[src/rtl/core_sequencer_pkg.sv]
// Shared types for the RV32I multi-cycle sequencer: state/trap encodings, opcode map and classifier.
package core_sequencer_pkg;

    typedef enum logic [3:0] {
        IDLE, FETCH, IWAIT, DECODE, EXEC, MEM, DWAIT, WB, HALT, TRAP
    } seq_state_e;

    typedef enum logic [1:0] {
        TRAP_NONE    = 2'b00,
        TRAP_ILLEGAL = 2'b01,
        TRAP_ECALL   = 2'b10,
        TRAP_BUS     = 2'b11
    } trap_cause_e;

    typedef enum logic [1:0] {
        CLS_EXEC, CLS_MEM, CLS_SYSTEM, CLS_ILLEGAL
    } op_class_e;

    typedef logic [6:0] opcode_t;

    localparam opcode_t OP_LUI    = 7'b0110111;
    localparam opcode_t OP_AUIPC  = 7'b0010111;
    localparam opcode_t OP_JAL    = 7'b1101111;
    localparam opcode_t OP_JALR   = 7'b1100111;
    localparam opcode_t OP_BRANCH = 7'b1100011;
    localparam opcode_t OP_LOAD   = 7'b0000011;
    localparam opcode_t OP_STORE  = 7'b0100011;
    localparam opcode_t OP_ALUI   = 7'b0010011;
    localparam opcode_t OP_ALU    = 7'b0110011;
    localparam opcode_t OP_FENCE  = 7'b0001111;
    localparam opcode_t OP_SYSTEM = 7'b1110011;

    localparam int MEM_TIMEOUT_DEF = 16;
    localparam int CNT_WIDTH_DEF   = 32;

    localparam logic [1:0] RES_LOAD = 2'b10;

    // FENCE has no side effects on a single in-order core, so it retires like an ALU op.
    function automatic op_class_e classify(input opcode_t op);
        case (op)
            OP_LOAD, OP_STORE: return CLS_MEM;
            OP_SYSTEM:         return CLS_SYSTEM;
            OP_LUI, OP_AUIPC, OP_JAL, OP_JALR, OP_BRANCH,
            OP_ALU, OP_ALUI, OP_FENCE: return CLS_EXEC;
            default:           return CLS_ILLEGAL;
        endcase
    endfunction

endpackage

[src/rtl/core_sequencer_if.sv]
// Sequencer <-> datapath/memory control bundle; master = sequencer, slave = memories + decoder + datapath.
interface core_sequencer_if #(
    parameter int CNT_WIDTH = 32
);
    logic                        halt_i;
    logic                        imem_req_o;
    logic                        imem_gnt_i;
    logic                        imem_rvalid_i;
    logic                        ir_we_o;
    core_sequencer_pkg::opcode_t opcode_i;
    logic                        reg_write_i;
    logic                        mem_write_i;
    logic [1:0]                  result_mux_i;
    logic                        dmem_req_o;
    logic                        dmem_we_o;
    logic                        dmem_gnt_i;
    logic                        dmem_rvalid_i;
    logic                        rf_we_o;
    logic                        pc_we_o;
    logic                        halted_o;
    logic                        trap_o;
    logic [1:0]                  trap_cause_o;
    logic [CNT_WIDTH-1:0]        instret_o;

    modport master (
        input  halt_i, imem_gnt_i, imem_rvalid_i, opcode_i, reg_write_i, mem_write_i,
               result_mux_i, dmem_gnt_i, dmem_rvalid_i,
        output imem_req_o, ir_we_o, dmem_req_o, dmem_we_o, rf_we_o, pc_we_o,
               halted_o, trap_o, trap_cause_o, instret_o
    );

    modport slave (
        output halt_i, imem_gnt_i, imem_rvalid_i, opcode_i, reg_write_i, mem_write_i,
               result_mux_i, dmem_gnt_i, dmem_rvalid_i,
        input  imem_req_o, ir_we_o, dmem_req_o, dmem_we_o, rf_we_o, pc_we_o,
               halted_o, trap_o, trap_cause_o, instret_o
    );

endinterface

[src/rtl/core_sequencer_bus_watchdog.sv]
// Counts cycles spent waiting on a bus handshake; expired is high on the last permitted wait cycle.
// Zero latency on expired (decode of the count register); clear has priority over counting.
module bus_watchdog #(
    parameter int TIMEOUT = 16
) (
    input  logic clk,
    input  logic rst_n,
    input  logic clear,
    input  logic enable,
    output logic expired
);
    localparam int W = $clog2(TIMEOUT) + 1;

    logic [W-1:0] cnt;

    always_ff @(posedge clk or negedge rst_n) begin
        if (!rst_n) begin
            cnt <= '0;
        end else if (clear) begin
            cnt <= '0;
        end else if (enable && !expired) begin
            cnt <= cnt + 1'b1;
        end
    end

    assign expired = enable && (cnt == W'(TIMEOUT - 1));

endmodule

[src/rtl/core_sequencer.sv]
// Multi-cycle RV32I control FSM: fetch/decode/exec/mem/wb with bus watchdog, traps, halt and instret.
// Waits indefinitely-but-bounded on gnt/rvalid; outputs are state decodes, only ir_we follows rvalid directly.
module core_sequencer
    import core_sequencer_pkg::*;
#(
    parameter int MEM_TIMEOUT = MEM_TIMEOUT_DEF,
    parameter int CNT_WIDTH   = CNT_WIDTH_DEF
) (
    input logic              clk_i,
    input logic              rst_ni,
    core_sequencer_if.master bus
);

    seq_state_e           state, state_d;
    trap_cause_e          cause, cause_d;
    logic [CNT_WIDTH-1:0] instret;
    logic                 wd_clear, wd_en, wd_expired;

    bus_watchdog #(.TIMEOUT(MEM_TIMEOUT)) u_watchdog (
        .clk     (clk_i),
        .rst_n   (rst_ni),
        .clear   (wd_clear),
        .enable  (wd_en),
        .expired (wd_expired)
    );

    assign wd_en    = (state == FETCH) || (state == IWAIT) || (state == MEM) || (state == DWAIT);
    assign wd_clear = (state_d != state);

    always_ff @(posedge clk_i or negedge rst_ni) begin
        if (!rst_ni) begin
            state   <= IDLE;
            cause   <= TRAP_NONE;
            instret <= '0;
        end else begin
            state <= state_d;
            cause <= cause_d;
            if (state == WB) begin
                instret <= instret + 1'b1;
            end
        end
    end

    // A handshake landing on the final watchdog cycle still wins over the timeout.
    always_comb begin
        state_d = state;
        cause_d = cause;
        unique case (state)
            IDLE:   state_d = FETCH;
            FETCH: begin
                if (bus.imem_gnt_i) begin
                    state_d = IWAIT;
                end else if (wd_expired) begin
                    state_d = TRAP;
                    cause_d = TRAP_BUS;
                end
            end
            IWAIT: begin
                if (bus.imem_rvalid_i) begin
                    state_d = DECODE;
                end else if (wd_expired) begin
                    state_d = TRAP;
                    cause_d = TRAP_BUS;
                end
            end
            DECODE: begin
                unique case (classify(bus.opcode_i))
                    CLS_MEM:    state_d = MEM;
                    CLS_EXEC:   state_d = EXEC;
                    CLS_SYSTEM: begin
                        state_d = TRAP;
                        cause_d = TRAP_ECALL;
                    end
                    default: begin
                        state_d = TRAP;
                        cause_d = TRAP_ILLEGAL;
                    end
                endcase
            end
            EXEC:   state_d = WB;
            MEM: begin
                if (bus.dmem_gnt_i) begin
                    state_d = DWAIT;
                end else if (wd_expired) begin
                    state_d = TRAP;
                    cause_d = TRAP_BUS;
                end
            end
            DWAIT: begin
                if (bus.dmem_rvalid_i) begin
                    state_d = WB;
                end else if (wd_expired) begin
                    state_d = TRAP;
                    cause_d = TRAP_BUS;
                end
            end
            WB:     state_d = bus.halt_i ? HALT : FETCH;
            HALT: begin
                if (!bus.halt_i) begin
                    state_d = FETCH;
                end
            end
            TRAP:   state_d = TRAP;
            default: begin
                state_d = IDLE;
                cause_d = TRAP_NONE;
            end
        endcase
    end

    // A load never writes memory, even if the decoder raises mem_write alongside it.
    assign bus.imem_req_o   = (state == FETCH);
    assign bus.ir_we_o      = (state == IWAIT) && bus.imem_rvalid_i;
    assign bus.dmem_req_o   = (state == MEM);
    assign bus.dmem_we_o    = (state == MEM) && bus.mem_write_i && (bus.result_mux_i != RES_LOAD);
    assign bus.rf_we_o      = (state == WB) && bus.reg_write_i;
    assign bus.pc_we_o      = (state == WB);
    assign bus.halted_o     = (state == HALT);
    assign bus.trap_o       = (state == TRAP);
    assign bus.trap_cause_o = cause;
    assign bus.instret_o    = instret;

endmodule

[src/flat_wrapper.sv]
// flat-port wrapper written by rule: the top's interface ports become plain ports
module core_sequencer_flat import core_sequencer_pkg::*;
#(
    parameter int MEM_TIMEOUT = MEM_TIMEOUT_DEF,
    parameter int CNT_WIDTH   = CNT_WIDTH_DEF
)
  (clk_i, rst_ni, bus_halt_i, bus_imem_gnt_i, bus_imem_rvalid_i, bus_opcode_i, bus_reg_write_i, bus_mem_write_i, bus_result_mux_i, bus_dmem_gnt_i, bus_dmem_rvalid_i, bus_imem_req_o, bus_ir_we_o, bus_dmem_req_o, bus_dmem_we_o, bus_rf_we_o, bus_pc_we_o, bus_halted_o, bus_trap_o, bus_trap_cause_o, bus_instret_o);
  core_sequencer_if #(.CNT_WIDTH(CNT_WIDTH)) bus_i ();
  input logic clk_i;
  input logic rst_ni;
  input wire logic [$bits(bus_i.halt_i)-1:0] bus_halt_i;
  input wire logic [$bits(bus_i.imem_gnt_i)-1:0] bus_imem_gnt_i;
  input wire logic [$bits(bus_i.imem_rvalid_i)-1:0] bus_imem_rvalid_i;
  input wire logic [$bits(bus_i.opcode_i)-1:0] bus_opcode_i;
  input wire logic [$bits(bus_i.reg_write_i)-1:0] bus_reg_write_i;
  input wire logic [$bits(bus_i.mem_write_i)-1:0] bus_mem_write_i;
  input wire logic [$bits(bus_i.result_mux_i)-1:0] bus_result_mux_i;
  input wire logic [$bits(bus_i.dmem_gnt_i)-1:0] bus_dmem_gnt_i;
  input wire logic [$bits(bus_i.dmem_rvalid_i)-1:0] bus_dmem_rvalid_i;
  output wire logic [$bits(bus_i.imem_req_o)-1:0] bus_imem_req_o;
  output wire logic [$bits(bus_i.ir_we_o)-1:0] bus_ir_we_o;
  output wire logic [$bits(bus_i.dmem_req_o)-1:0] bus_dmem_req_o;
  output wire logic [$bits(bus_i.dmem_we_o)-1:0] bus_dmem_we_o;
  output wire logic [$bits(bus_i.rf_we_o)-1:0] bus_rf_we_o;
  output wire logic [$bits(bus_i.pc_we_o)-1:0] bus_pc_we_o;
  output wire logic [$bits(bus_i.halted_o)-1:0] bus_halted_o;
  output wire logic [$bits(bus_i.trap_o)-1:0] bus_trap_o;
  output wire logic [$bits(bus_i.trap_cause_o)-1:0] bus_trap_cause_o;
  output wire logic [$bits(bus_i.instret_o)-1:0] bus_instret_o;
  assign bus_i.halt_i = bus_halt_i;
  assign bus_i.imem_gnt_i = bus_imem_gnt_i;
  assign bus_i.imem_rvalid_i = bus_imem_rvalid_i;
  assign bus_i.opcode_i = bus_opcode_i;
  assign bus_i.reg_write_i = bus_reg_write_i;
  assign bus_i.mem_write_i = bus_mem_write_i;
  assign bus_i.result_mux_i = bus_result_mux_i;
  assign bus_i.dmem_gnt_i = bus_dmem_gnt_i;
  assign bus_i.dmem_rvalid_i = bus_dmem_rvalid_i;
  assign bus_imem_req_o = bus_i.imem_req_o;
  assign bus_ir_we_o = bus_i.ir_we_o;
  assign bus_dmem_req_o = bus_i.dmem_req_o;
  assign bus_dmem_we_o = bus_i.dmem_we_o;
  assign bus_rf_we_o = bus_i.rf_we_o;
  assign bus_pc_we_o = bus_i.pc_we_o;
  assign bus_halted_o = bus_i.halted_o;
  assign bus_trap_o = bus_i.trap_o;
  assign bus_trap_cause_o = bus_i.trap_cause_o;
  assign bus_instret_o = bus_i.instret_o;
  core_sequencer #(.MEM_TIMEOUT(MEM_TIMEOUT), .CNT_WIDTH(CNT_WIDTH)) u_core (.clk_i(clk_i), .rst_ni(rst_ni), .bus(bus_i));
endmodule
[config.mk]
export PLATFORM = sky130hd
export DESIGN_NAME = core_sequencer_flat
export DESIGN_NICKNAME = d
export VERILOG_FILES = /design/src/rtl/core_sequencer_pkg.sv /design/src/rtl/core_sequencer_if.sv /design/src/rtl/core_sequencer_bus_watchdog.sv /design/src/rtl/core_sequencer.sv /design/src/flat_wrapper.sv
export SDC_FILE = /design/constraint.sdc
export NUM_CORES = 1
export LEC_CHECK = 0
export CAP_MARGIN = 20
export CORE_ASPECT_RATIO = 1.75
export CORE_MARGIN = 2
export CORE_UTILIZATION = 45
export CTS_BUF_LIST = sky130_fd_sc_hd__clkbuf_16
export DETAILED_ROUTE_END_ITERATION = 6
export PLACE_DENSITY = 0.86
export SETUP_SLACK_MARGIN = 0.5
export SLEW_MARGIN = 25
export SYNTH_ARGS = -nofsm -noshare
export SYNTH_HDL_FRONTEND = slang
export SYNTH_SLANG_ARGS = --single-unit
[constraint.sdc]
create_clock -name clk_i -period 2.68 [get_ports clk_i]
set_clock_uncertainty 0.15 [all_clocks]
set_input_delay 0.268 -clock clk_i [delete_from_list [all_inputs] [get_ports clk_i]]
set_output_delay 0.268 -clock clk_i [all_outputs]
set_load 0.01 [all_outputs]
==> impl_metrics.env, run 1 <==
export IMPL_drive_gt1_share_pct=24.1
export IMPL_via_per_inst=5.73
export IMPL_gp_congestion=0.884
export IMPL_max_freq_ghz=0.445
export IMPL_start_util_pct=46.3
export IMPL_final_nets=340
export IMPL_hold_viol_final=0
export IMPL_worst_slack_ps=432
export IMPL_hold_class="reg2reg"
export IMPL_relSlewSlack_pct=64.3
export IMPL_grt_max_degree=44
export IMPL_die_h_um=101
export IMPL_ys_types=55
export IMPL_num_fill_cells=376
export IMPL_num_vias=2149
export IMPL_synth_largest_area_cell="dfrtp_1"
export IMPL_arrival_ps=2300
export IMPL_coreArea_mm2=0.00521
export IMPL_vdd_drop_max_mv=0.549
export IMPL_dr_pass1_iters=4
export IMPL_final_common_cell="clkdlybuf4s50_1"
export IMPL_tritoncts="done"
export IMPL_synth_area_mm2=0.00241
export IMPL_yosys_warnings=0
export IMPL_htreeDepth=2
export IMPL_critPathLaunchType="flip-flop"
export IMPL_post_drt_wl_per_cell_um=15.7
export IMPL_drc=0
export IMPL_drt_iter0_markers=96
export IMPL_utilization_pct=67.7
export IMPL_clockRootBuffer="clkbuf_16"
export IMPL_ys_flop_type="dfrtp_1"
export IMPL_maxSlewViolCount=0
export IMPL_clockBufferDepth=2
export IMPL_antenna_found_initial=0
export IMPL_syn_area_per_cell_um2=10.1
export IMPL_port_buffers=59
export IMPL_place_hpwl_um=4130
export IMPL_setup_tns_final_ps=0
export IMPL_num_io_pins=60
export IMPL_hold_worst_slack_ps=327
export IMPL_grt_usage_pct=20.5
export IMPL_netlist_instances=238
export IMPL_cts_buffers=5
export IMPL_yosysSeqAreaShare_pct=44.6
export IMPL_cp_required_ps=2730
export IMPL_path_class="reg2reg"
export IMPL_area_growth_syn_to_layout_pct=46.1
export IMPL_grt_setup_unrepaired="yes"
export IMPL_wl_um=5870
export IMPL_synth_edff_count=0
export IMPL_async_reset_ff_share_pct=100
export IMPL_grt_pass1_wl_um=9490
export IMPL_finalCriticalPeriod_ps=2250
export IMPL_cp_end_kind="flip-flop"
export IMPL_ys_ff_latch=43
export IMPL_die_area_mm2=0.00599
export IMPL_path_clk_slew_ps=60
export IMPL_p_leak_uw=0.00150
export IMPL_synth_top_area_share_pct=44.6
export IMPL_min_period_over_period_pct=83.9
export IMPL_worst_slew_pin_slew_ps=535
export IMPL_grt_ovfl_total=0
export IMPL_synthTopCellsByArea="dfrtp_1 (45%), xnor2_1 (10%), nand2_1 (3.4%), nand3_1 (2.9%), xor2_1 (2.9%)"
export IMPL_rows=35
export IMPL_grt_pass1_vias=2077
export IMPL_final_cell_mix="clkdlybuf4s50_1 (54), dfrtp_1 (38), xnor2_1 (27)"
export IMPL_power_density_mw_per_mm2=705
export IMPL_worstPathMaxFanout=7
export IMPL_outcome="completed"
export IMPL_antennaDiodeCount=0
export IMPL_drtAntennaViolNets=0
export IMPL_post_place_ws_ps=39.7
export IMPL_setup_viol=0
export IMPL_die_w_um=59.4
export IMPL_postSynthNetCount=259
export IMPL_clock_sinks=43
export IMPL_clk_latency_ps=280
export IMPL_cap_violations=0
[worst max-delay path, stage by stage (launching register included)]
cell       delay (ps)
dfrtp_1           390
ha_2              190
and3_4            180
ha_4              190
a32o_2            250
o31a_1            300
a21oi_2           160
o2111ai_4         170
a211oi_2          180
[where the power goes]
group	internal, uW	switching (uW)	total [uW]	leakage, uW
sequential	705	86.1	791	0.000585
clock	439	245	684	0.0000838
combinational	498	512	1010	0.000832
[flip-flops by register name (all words and copies together), names as in the netlist]
name / cells
u_core.u_watchdog.cnt: 5
u_core.state: 4
u_core.bus.trap_cause_o: 2
u_core.bus.instret_o: 32
[per-stage QoR]
step	power, uW	cells	instance area (um^2)
3_5_place_dp	1600	349	3060
4_1_cts	2380	367	3400
6_report	2490	375	3530
2_1_floorplan	1330	238	2420
5_1_grt	2610	375	3530
3_3_place_gp	1570	349	3060
[path summary, 6_finish.rpt]
| path | startpoint | end | slack (ps) | cells after the start |
|---|---|---|---|---|
| max in group asynchronous | rst_ni | u_core.bus.instret_o[8]$_DFFE_PN0P_ | 1620 | 2 |
| min in group asynchronous | rst_ni | u_core.bus.instret_o[22]$_DFFE_PN0P_ | 350 | 2 |
| worst min-delay path | u_core.bus.instret_o[31]$_DFFE_PN0P_ | u_core.bus.instret_o[31]$_DFFE_PN0P_ | 330 | 1 |
| worst min register to register | u_core.bus.instret_o[31]$_DFFE_PN0P_ | u_core.bus.instret_o[31]$_DFFE_PN0P_ | 330 | 1 |
| worst max register to register | u_core.u_watchdog.cnt[0]$_DFFE_PN0P_ | u_core.u_watchdog.cnt[4]$_DFFE_PN0P_ | 430 | 8 |
| worst max-delay path | u_core.u_watchdog.cnt[0]$_DFFE_PN0P_ | u_core.u_watchdog.cnt[4]$_DFFE_PN0P_ | 430 | 8 |
[cells by family after synthesis]
group | Yosys count | synth area share, %
simple gates | 103 | 25.1
flops | 43 | 44.6
xor+xnor | 36 | 13.1
compound gates | 30 | 9.59
buf+inv | 18 | 3.89
mux | 5 | 2.18
fa+ha+maj | 3 | 1.56
[layer usage]
metal / GRT usage [%] / wire (um) / vias to the layer above
met5: 0 / 0 / -
met4: 10.7 / 235 / 0
met3: 4.24 / 277 / 24
met2: 36.9 / 3220 / 76
met1: 21.4 / 2140 / 1049
li1: - / - / 1000
[synthesized netlist by cell type, drive strengths merged, types with 2 or more instances]
library cell and number:
xnor2 28, nand2 22, nor3b 3, or4b 2
dfrtp 43, o21ai 7, a22oi 2, nor2 17
ha 3, mux2 2, inv 9, and3 9
buf 8, nor4 2, nor2b 4, nand3 14
nand4 9, o21ba 2, nor3 2, mux2i 3
a32oi 2, and4 3, nor4b 3, nand2b 6
a21oi 6, xor2 8
[area by class of cell]
class | count | area (um^2) | share of cell area, %
Multi-Input combinational cell | 177 | 1390 | 39.5
Sequential cell | 43 | 1080 | 30.7
Timing Repair Buffer | 83 | 778 | 22.1
Clock buffer | 5 | 125 | 3.55
Tap cell | 55 | 68.8 | 1.95
Clock inverter | 3 | 43.8 | 1.24
Inverter | 9 | 33.8 | 0.958
[timing repair]
action	in CTS	in global routing
pin swaps	6	10
gates resized for setup	26	13
endpoints found under the setup margin	33	27
hold buffers	1	0
endpoints found under the hold margin	7	0
setup buffers	9	8
Power figures use the tool's default switching activity.
==> run 2, diff against run 1 <==
Clock period 2.68 ns to 2.3 ns, I/O delays scaled along.
==> impl_metrics.env, run 2 (synthesis results as in run 1) <==
export IMPL_clock_sinks=43
export IMPL_cts_buffers=5
export IMPL_antenna_found_initial=0
export IMPL_cp_required_ps=2370
export IMPL_die_w_um=59.4
export IMPL_largest_reg_flops=32
export IMPL_antennaDiodeCount=0
export IMPL_clk_latency_ps=290
export IMPL_final_nets=378
export IMPL_clockRootBuffer="clkbuf_16"
export IMPL_vdd_drop_max_mv=0.569
export IMPL_num_fill_cells=291
export IMPL_outcome="finished, violations left"
export IMPL_drc=0
export IMPL_hold_viol_final=0
export IMPL_dpl_cell_area_mm2=0.00321
export IMPL_dr_pass1_iters=6
export IMPL_grt_usage_pct=23.9
export IMPL_clockBufferDepth=2
export IMPL_setup_viol=4
export IMPL_cp_end_kind="flip-flop"
export IMPL_p_leak_uw=0.00189
export IMPL_wl_um=7750
export IMPL_power_density_mw_per_mm2=744
export IMPL_hold_class="in2async"
export IMPL_final_cell_mix="clkdlybuf4s50_1 (50), buf_6 (37), dfrtp_1 (36)"
export IMPL_critPathLaunchType="flip-flop"
export IMPL_met3_length_um=330
export IMPL_worst_slack_ps=-20.3
export IMPL_post_place_ws_ps=-194
export IMPL_cp_slowest_cell="dfrtp_1"
export IMPL_finalCriticalPeriod_ps=2320
export IMPL_maxSlewViolCount=0
export IMPL_area_growth_syn_to_layout_pct=72.8
export IMPL_drtAntennaViolNets=0
export IMPL_cap_violations=0
export IMPL_critical_path_top_delay_family="compound AO/OA/AOI/OAI gates"
export IMPL_stdcell_area_mm2=0.00417
export IMPL_die_h_um=101
export IMPL_path_clk_slew_ps=60
export IMPL_htreeDepth=2
export IMPL_relSlewSlack_pct=64.7
export IMPL_min_period_over_period_pct=101
export IMPL_tritoncts="done"
export IMPL_place_hpwl_um=4260
export IMPL_max_freq_ghz=0.431
export IMPL_path_class="reg2reg"
export IMPL_die_area_mm2=0.00599
export IMPL_gp_congestion=0.925
export IMPL_drive_gt1_share_pct=45.8
export IMPL_grt_pass1_wl_um=10900
export IMPL_num_vias=2377
export IMPL_utilization_pct=80.0
export IMPL_rows=35
export IMPL_worst_slew_pin_slew_ps=529
export IMPL_worstPathMaxFanout=6
export IMPL_grt_pass1_vias=2358
export IMPL_path_cells="ha_2 > and3_4 > ha_4 > a21bo_4 > a22oi_2 > o21ai_2 > xnor2_2 > o2111ai_2 > buf_6 > nor2_2"
export IMPL_grt_ovfl_total=0
export IMPL_slowest_delay_ps=350
export IMPL_arrival_ps=2390
export IMPL_grt_max_degree=25
export IMPL_num_io_pins=60
export IMPL_violations="setup timing"
export IMPL_start_util_pct=46.3
export IMPL_critPathBufInv=1
export IMPL_drt_iter0_markers=139
export IMPL_grt_setup_unrepaired="yes"
export IMPL_m1WireLength_um=2620
export IMPL_highest_signal_layer="met4"
export IMPL_via_per_inst=5.76
export IMPL_port_buffers=59
export IMPL_routed_wl_met2_um=4520
export IMPL_final_common_cell="clkdlybuf4s50_1"
export IMPL_coreArea_mm2=0.00521
export IMPL_post_drt_wl_per_cell_um=18.8
==> run 2: cell types whose count changed in the layout (fill, tap and decap cells not counted), moves of 5 or more <==
cell	before	now
buf_2	0	5
buf_6	0	37
nand2_1	22	15
nand3_1	14	6
nand3_4	0	5
nor2_1	13	4
nor2_4	1	8
xnor2_1	27	17
xnor2_2	1	11
==> run 2: worst reg2reg max path: stages (launching register included) <==
cell	delay, ps
dfrtp_1	350
ha_2	190
and3_4	190
ha_4	170
a21bo_4	240
a22oi_2	150
o21ai_2	100
xnor2_2	260
o2111ai_2	190
buf_6	180
nor2_2	70
==> run 2: final timing paths <==
path	slack, ps	startpoint	depth (start not counted)	endpoint
min in group clk_i	350	u_core.bus.instret_o[20]$_DFFE_PN0P_	1	u_core.bus.instret_o[20]$_DFFE_PN0P_
worst max register to register	-20	u_core.u_watchdog.cnt[0]$_DFFE_PN0P_	10	u_core.u_watchdog.cnt[1]$_DFFE_PN0P_
worst max-delay path	-20	u_core.u_watchdog.cnt[0]$_DFFE_PN0P_	10	u_core.u_watchdog.cnt[1]$_DFFE_PN0P_
worst min register to register	350	u_core.bus.instret_o[20]$_DFFE_PN0P_	1	u_core.bus.instret_o[20]$_DFFE_PN0P_
max in group asynchronous	1120	rst_ni	3	u_core.state[0]$_DFF_PN0_
worst min-delay path	310	rst_ni	2	u_core.bus.instret_o[19]$_DFFE_PN0P_
==> run 2: cell type report <==
type | count | area (um^2) | share of cell area [%]
Clock buffer | 5 | 125 | 3.00
Sequential cell | 43 | 1080 | 26.0
Clock inverter | 3 | 23.8 | 0.570
Multi-Input combinational cell | 177 | 1680 | 40.2
Tap cell | 55 | 68.8 | 1.65
Inverter | 9 | 33.8 | 0.810
Timing Repair Buffer | 121 | 1160 | 27.8
==> run 2: timing repair <==
action	4_1_cts	5_1_grt
setup buffers	31	11
hold buffers	1	0
gates resized for setup	77	69
pin swaps	31	29
setup endpoints to repair	43	45
endpoints found under the hold margin	22	0
==> run 2: per-stage QoR <==
stage / hold slack, ps / total power (uW) / TNS (ps) / instances
global placement: 75.2 / 1870 / -183 / 362
detailed placement: 82.3 / 1890 / -450 / 362
floorplan: -216 / 1550 / 0 / 238
finish: 307 / 3100 / -59.2 / 413
CTS: 317 / 2920 / 0 / 402
global route: 355 / 3240 / -766 / 413
==> run 2: layer usage <==
layer  global-route usage, %  up-vias
met5                       0        -
met4                    8.92        0
met3                    4.24       23
met2                    46.2       97
met1                    23.8     1173
li1                        -     1084
==> run 2: power breakdown <==
part | switching, uW | internal, uW
logic | 746 | 759
registers | 64.5 | 821
clock network | 308 | 406
==> run 3, diff against run 2 <==
Settings changed: PLACE_DENSITY 0.86 to 0.85, SYNTH_HIERARCHICAL from default to 1.
Clock period 2.3 ns to 2.5 ns, I/O delays scaled along.
==> impl_metrics.env, run 3 <==
export IMPL_postSynthNetCount=272
export IMPL_netlist_top_cells_count="dfrtp_1 (43), nor2_1 (21), xor2_1 (21), nor3_1 (14), nand3_1 (13)"
export IMPL_ys_ff_latch=43
export IMPL_finalCriticalPeriod_ps=2620
export IMPL_hold_class="in2async"
export IMPL_netlist_instances=251
export IMPL_worst_slack_ps=-121
export IMPL_sw_frac_of_total_pct=34.1
export IMPL_grt_usage_pct=22.4
export IMPL_synth_mux_area_share_pct=3.82
export IMPL_synth_simple_area_share_pct=27.7
export IMPL_p_leak_uw=0.00193
export IMPL_busiest_layer="met2"
export IMPL_yosys_warnings=6
export IMPL_die_area_mm2=0.00624
export IMPL_p_clk_share_pct=21.8
export IMPL_final_common_cell="clkdlybuf4s50_1"
export IMPL_use_met2_pct=41.8
export IMPL_synth_edff_count=0
export IMPL_utilization_pct=73.7
export IMPL_coreArea_mm2=0.00550
export IMPL_final_nets=383
export IMPL_hold_viol_final=0
export IMPL_grt_setup_unrepaired="yes"
export IMPL_post_place_ws_ps=-122
export IMPL_tritoncts="done"
export IMPL_die_h_um=103
export IMPL_post_drt_wl_per_cell_um=18.3
export IMPL_port_buffers=59
export IMPL_maxSlewViolCount=0
export IMPL_start_util_pct=45.9
export IMPL_final_cell_mix="clkdlybuf4s50_1 (50), buf_4 (37), dfrtp_1 (36)"
export IMPL_drive_gt1_share_pct=34.3
export IMPL_outcome="finished, violations left"
export IMPL_path_class="reg2reg"
export IMPL_cts_buffers=5
export IMPL_arrival_ps=2640
export IMPL_path_clk_slew_ps=60
export IMPL_clk_latency_ps=290
export IMPL_grt_ovfl_total=0
export IMPL_clock_sinks=43
export IMPL_antennaDiodeCount=0
export IMPL_grtUsageMet3_pct=2.89
export IMPL_synth_area_mm2=0.00252
export IMPL_clockRootBuffer="clkbuf_16"
export IMPL_clockBufferDepth=2
export IMPL_antenna_found_initial=0
export IMPL_htreeDepth=2
export IMPL_ys_types=56
export IMPL_met1_usage_pct=23.3
export IMPL_min_period_over_period_pct=105
export IMPL_num_io_pins=60
export IMPL_largest_reg_flops=32
export IMPL_num_vias=2490
export IMPL_vdd_drop_max_mv=0.501
export IMPL_setup_viol=7
export IMPL_synthAdderAreaFrac_pct=1.49
export IMPL_internal_power_uw=1870
export IMPL_hold_worst_slack_ps=296
export IMPL_r2r_setup_slack_ps=-120
export IMPL_final_cells=438
export IMPL_seqPwrFrac_pct=29.7
export IMPL_grt_pass1_wl_um=10600
export IMPL_synth_top_area_share_pct=42.7
export IMPL_via_per_inst=5.68
export IMPL_grt_max_degree=22
export IMPL_die_w_um=60.6
export IMPL_multi_input_area_mm2=0.00168
export IMPL_cp_required_ps=2520
export IMPL_ys_flop_type="dfrtp_1"
export IMPL_yosysSeqAreaShare_pct=42.7
export IMPL_async_reset_ff_share_pct=100
export IMPL_p_comb_share_pct=48.5
export IMPL_dr_pass1_iters=6
export IMPL_syn_area_per_cell_um2=10.0
export IMPL_synth_largest_area_cell="dfrtp_1"
export IMPL_drtAntennaViolNets=0
export IMPL_synth_top_family_by_area="simple AND/OR/NAND/NOR gates"
export IMPL_num_fill_cells=365
export IMPL_synthTopCellsByArea="dfrtp_1 (43%), xor2_1 (7.3%), xnor2_1 (4.2%), nor2_1 (3.1%), nor3_1 (2.8%)"
export IMPL_power_switching_uw=968
export IMPL_drc=0
export IMPL_dp_cells=399
export IMPL_worstPathMaxFanout=5
export IMPL_seqCellArea_mm2=0.00108
export IMPL_max_freq_ghz=0.382
export IMPL_critPathLaunchType="flip-flop"
export IMPL_drt_iter0_markers=135
export IMPL_grt_pass1_vias=2350
export IMPL_wl_um=8020
export IMPL_worst_slew_pin_slew_ps=494
export IMPL_power_density_mw_per_mm2=701
export IMPL_cp_end_kind="flip-flop"
export IMPL_area_growth_syn_to_layout_pct=60.5
export IMPL_violations="setup timing"
export IMPL_gp_congestion=0.926
export IMPL_rows=36
export IMPL_place_hpwl_um=4590
export IMPL_synth_xor_area_share_pct=11.5
export IMPL_yosysMostFrequentCell="dfrtp_1"
export IMPL_synth_compound_area_share_pct=10.1
export IMPL_relSlewSlack_pct=67.0
export IMPL_cap_violations=0
==> run 3: changes by cell type after synthesis, moves of 4 or more <==
cell	previous run	this run
nor3_1	2	14
nand4_1	9	3
nor2b_1	3	9
nand2_1	22	12
xnor2_1	28	12
nor2_1	15	21
nand3b_1	0	5
a21o_1	0	4
xor2_1	8	21
==> run 3: cells by family (layout without fill, tap and decap cells) <==
logic type | after synthesis | after routing
AOI/OAI and AO/OA | 32 | 32
xor gates and xnor gates | 33 | 33
adders and majority gates | 3 | 3
buffers and inverters | 16 | 125
DFF | 43 | 43
muxes | 8 | 8
and+or+nand+nor | 116 | 118
==> run 3: critical path, stage by stage, from the launching register on <==
cell and delay [ps]:
dfrtp_1 360, ha_2 190, and3_4 190, ha_4 130
and2_4 190, a311oi_1 60, or3_1 400, and4_1 200
o211ai_1 290, nor2b_1 80, mux2_4 260
==> run 3: area by class of cell <==
class	count	share of cell area (%)
sequential	43	26.8
clock inverter	2	0.216
timing repair buffer	108	25.2
inverter	10	0.989
tap	76	2.35
clock buffer	5	3.09
multi-input combinational	194	41.4
==> run 3: per-stage QoR <==
stage / total power, uW / setup TNS [ps] / cell area (um^2)
3_3_place_gp: 1880 / -39.2 / 3360
5_1_grt: 2960 / -1020 / 4050
6_report: 2840 / -401 / 4050
2_1_floorplan: 1500 / -87.2 / 2580
4_1_cts: 2750 / -134 / 3760
3_5_place_dp: 1890 / -224 / 3360
==> run 3: final timing paths <==
check                                                startpoint                                   end  cells after the start
max                        u_core/u_watchdog/cnt[1]$_DFFE_PN0P_  u_core/u_watchdog/cnt[3]$_DFFE_PN0P_                     10
max reg2reg                u_core/u_watchdog/cnt[1]$_DFFE_PN0P_  u_core/u_watchdog/cnt[3]$_DFFE_PN0P_                     10
min reg2reg                u_core/bus.instret_o[31]$_DFFE_PN0P_  u_core/bus.instret_o[31]$_DFFE_PN0P_                      1
max in group asynchronous                                rst_ni  u_core/bus.instret_o[12]$_DFFE_PN0P_                      3
min in group clk_i         u_core/bus.instret_o[31]$_DFFE_PN0P_  u_core/bus.instret_o[31]$_DFFE_PN0P_                      1
min                                                      rst_ni  u_core/bus.instret_o[10]$_DFFE_PN0P_                      2
==> run 3: per-layer routing <==
| layer | wire length (um) | part of all wire (%) |
|---|---|---|
| met5 | 0 | 0 |
| met2 | 4540 | 57 |
| met3 | 325 | 4.1 |
| met4 | 348 | 4.3 |
| met1 | 2800 | 35 |
==> run 3: power by group through the flow <==
stage,registers [uW],clock network (uW),logic (uW)
after floorplan,817,0,678
after global placement,837,0,1040
after detailed placement,838,0,1050
after CTS,839,613,1300
after global routing,847,648,1470
final,842,619,1380
==> run 3: timing repair <==
action	in CTS	in global routing
resized for setup	41	43
buffers inserted	13	15
cloned	1	2
setup endpoints to repair	31	30
pin swaps	10	23
endpoints found under the hold margin	19	0
hold buffers	1	0
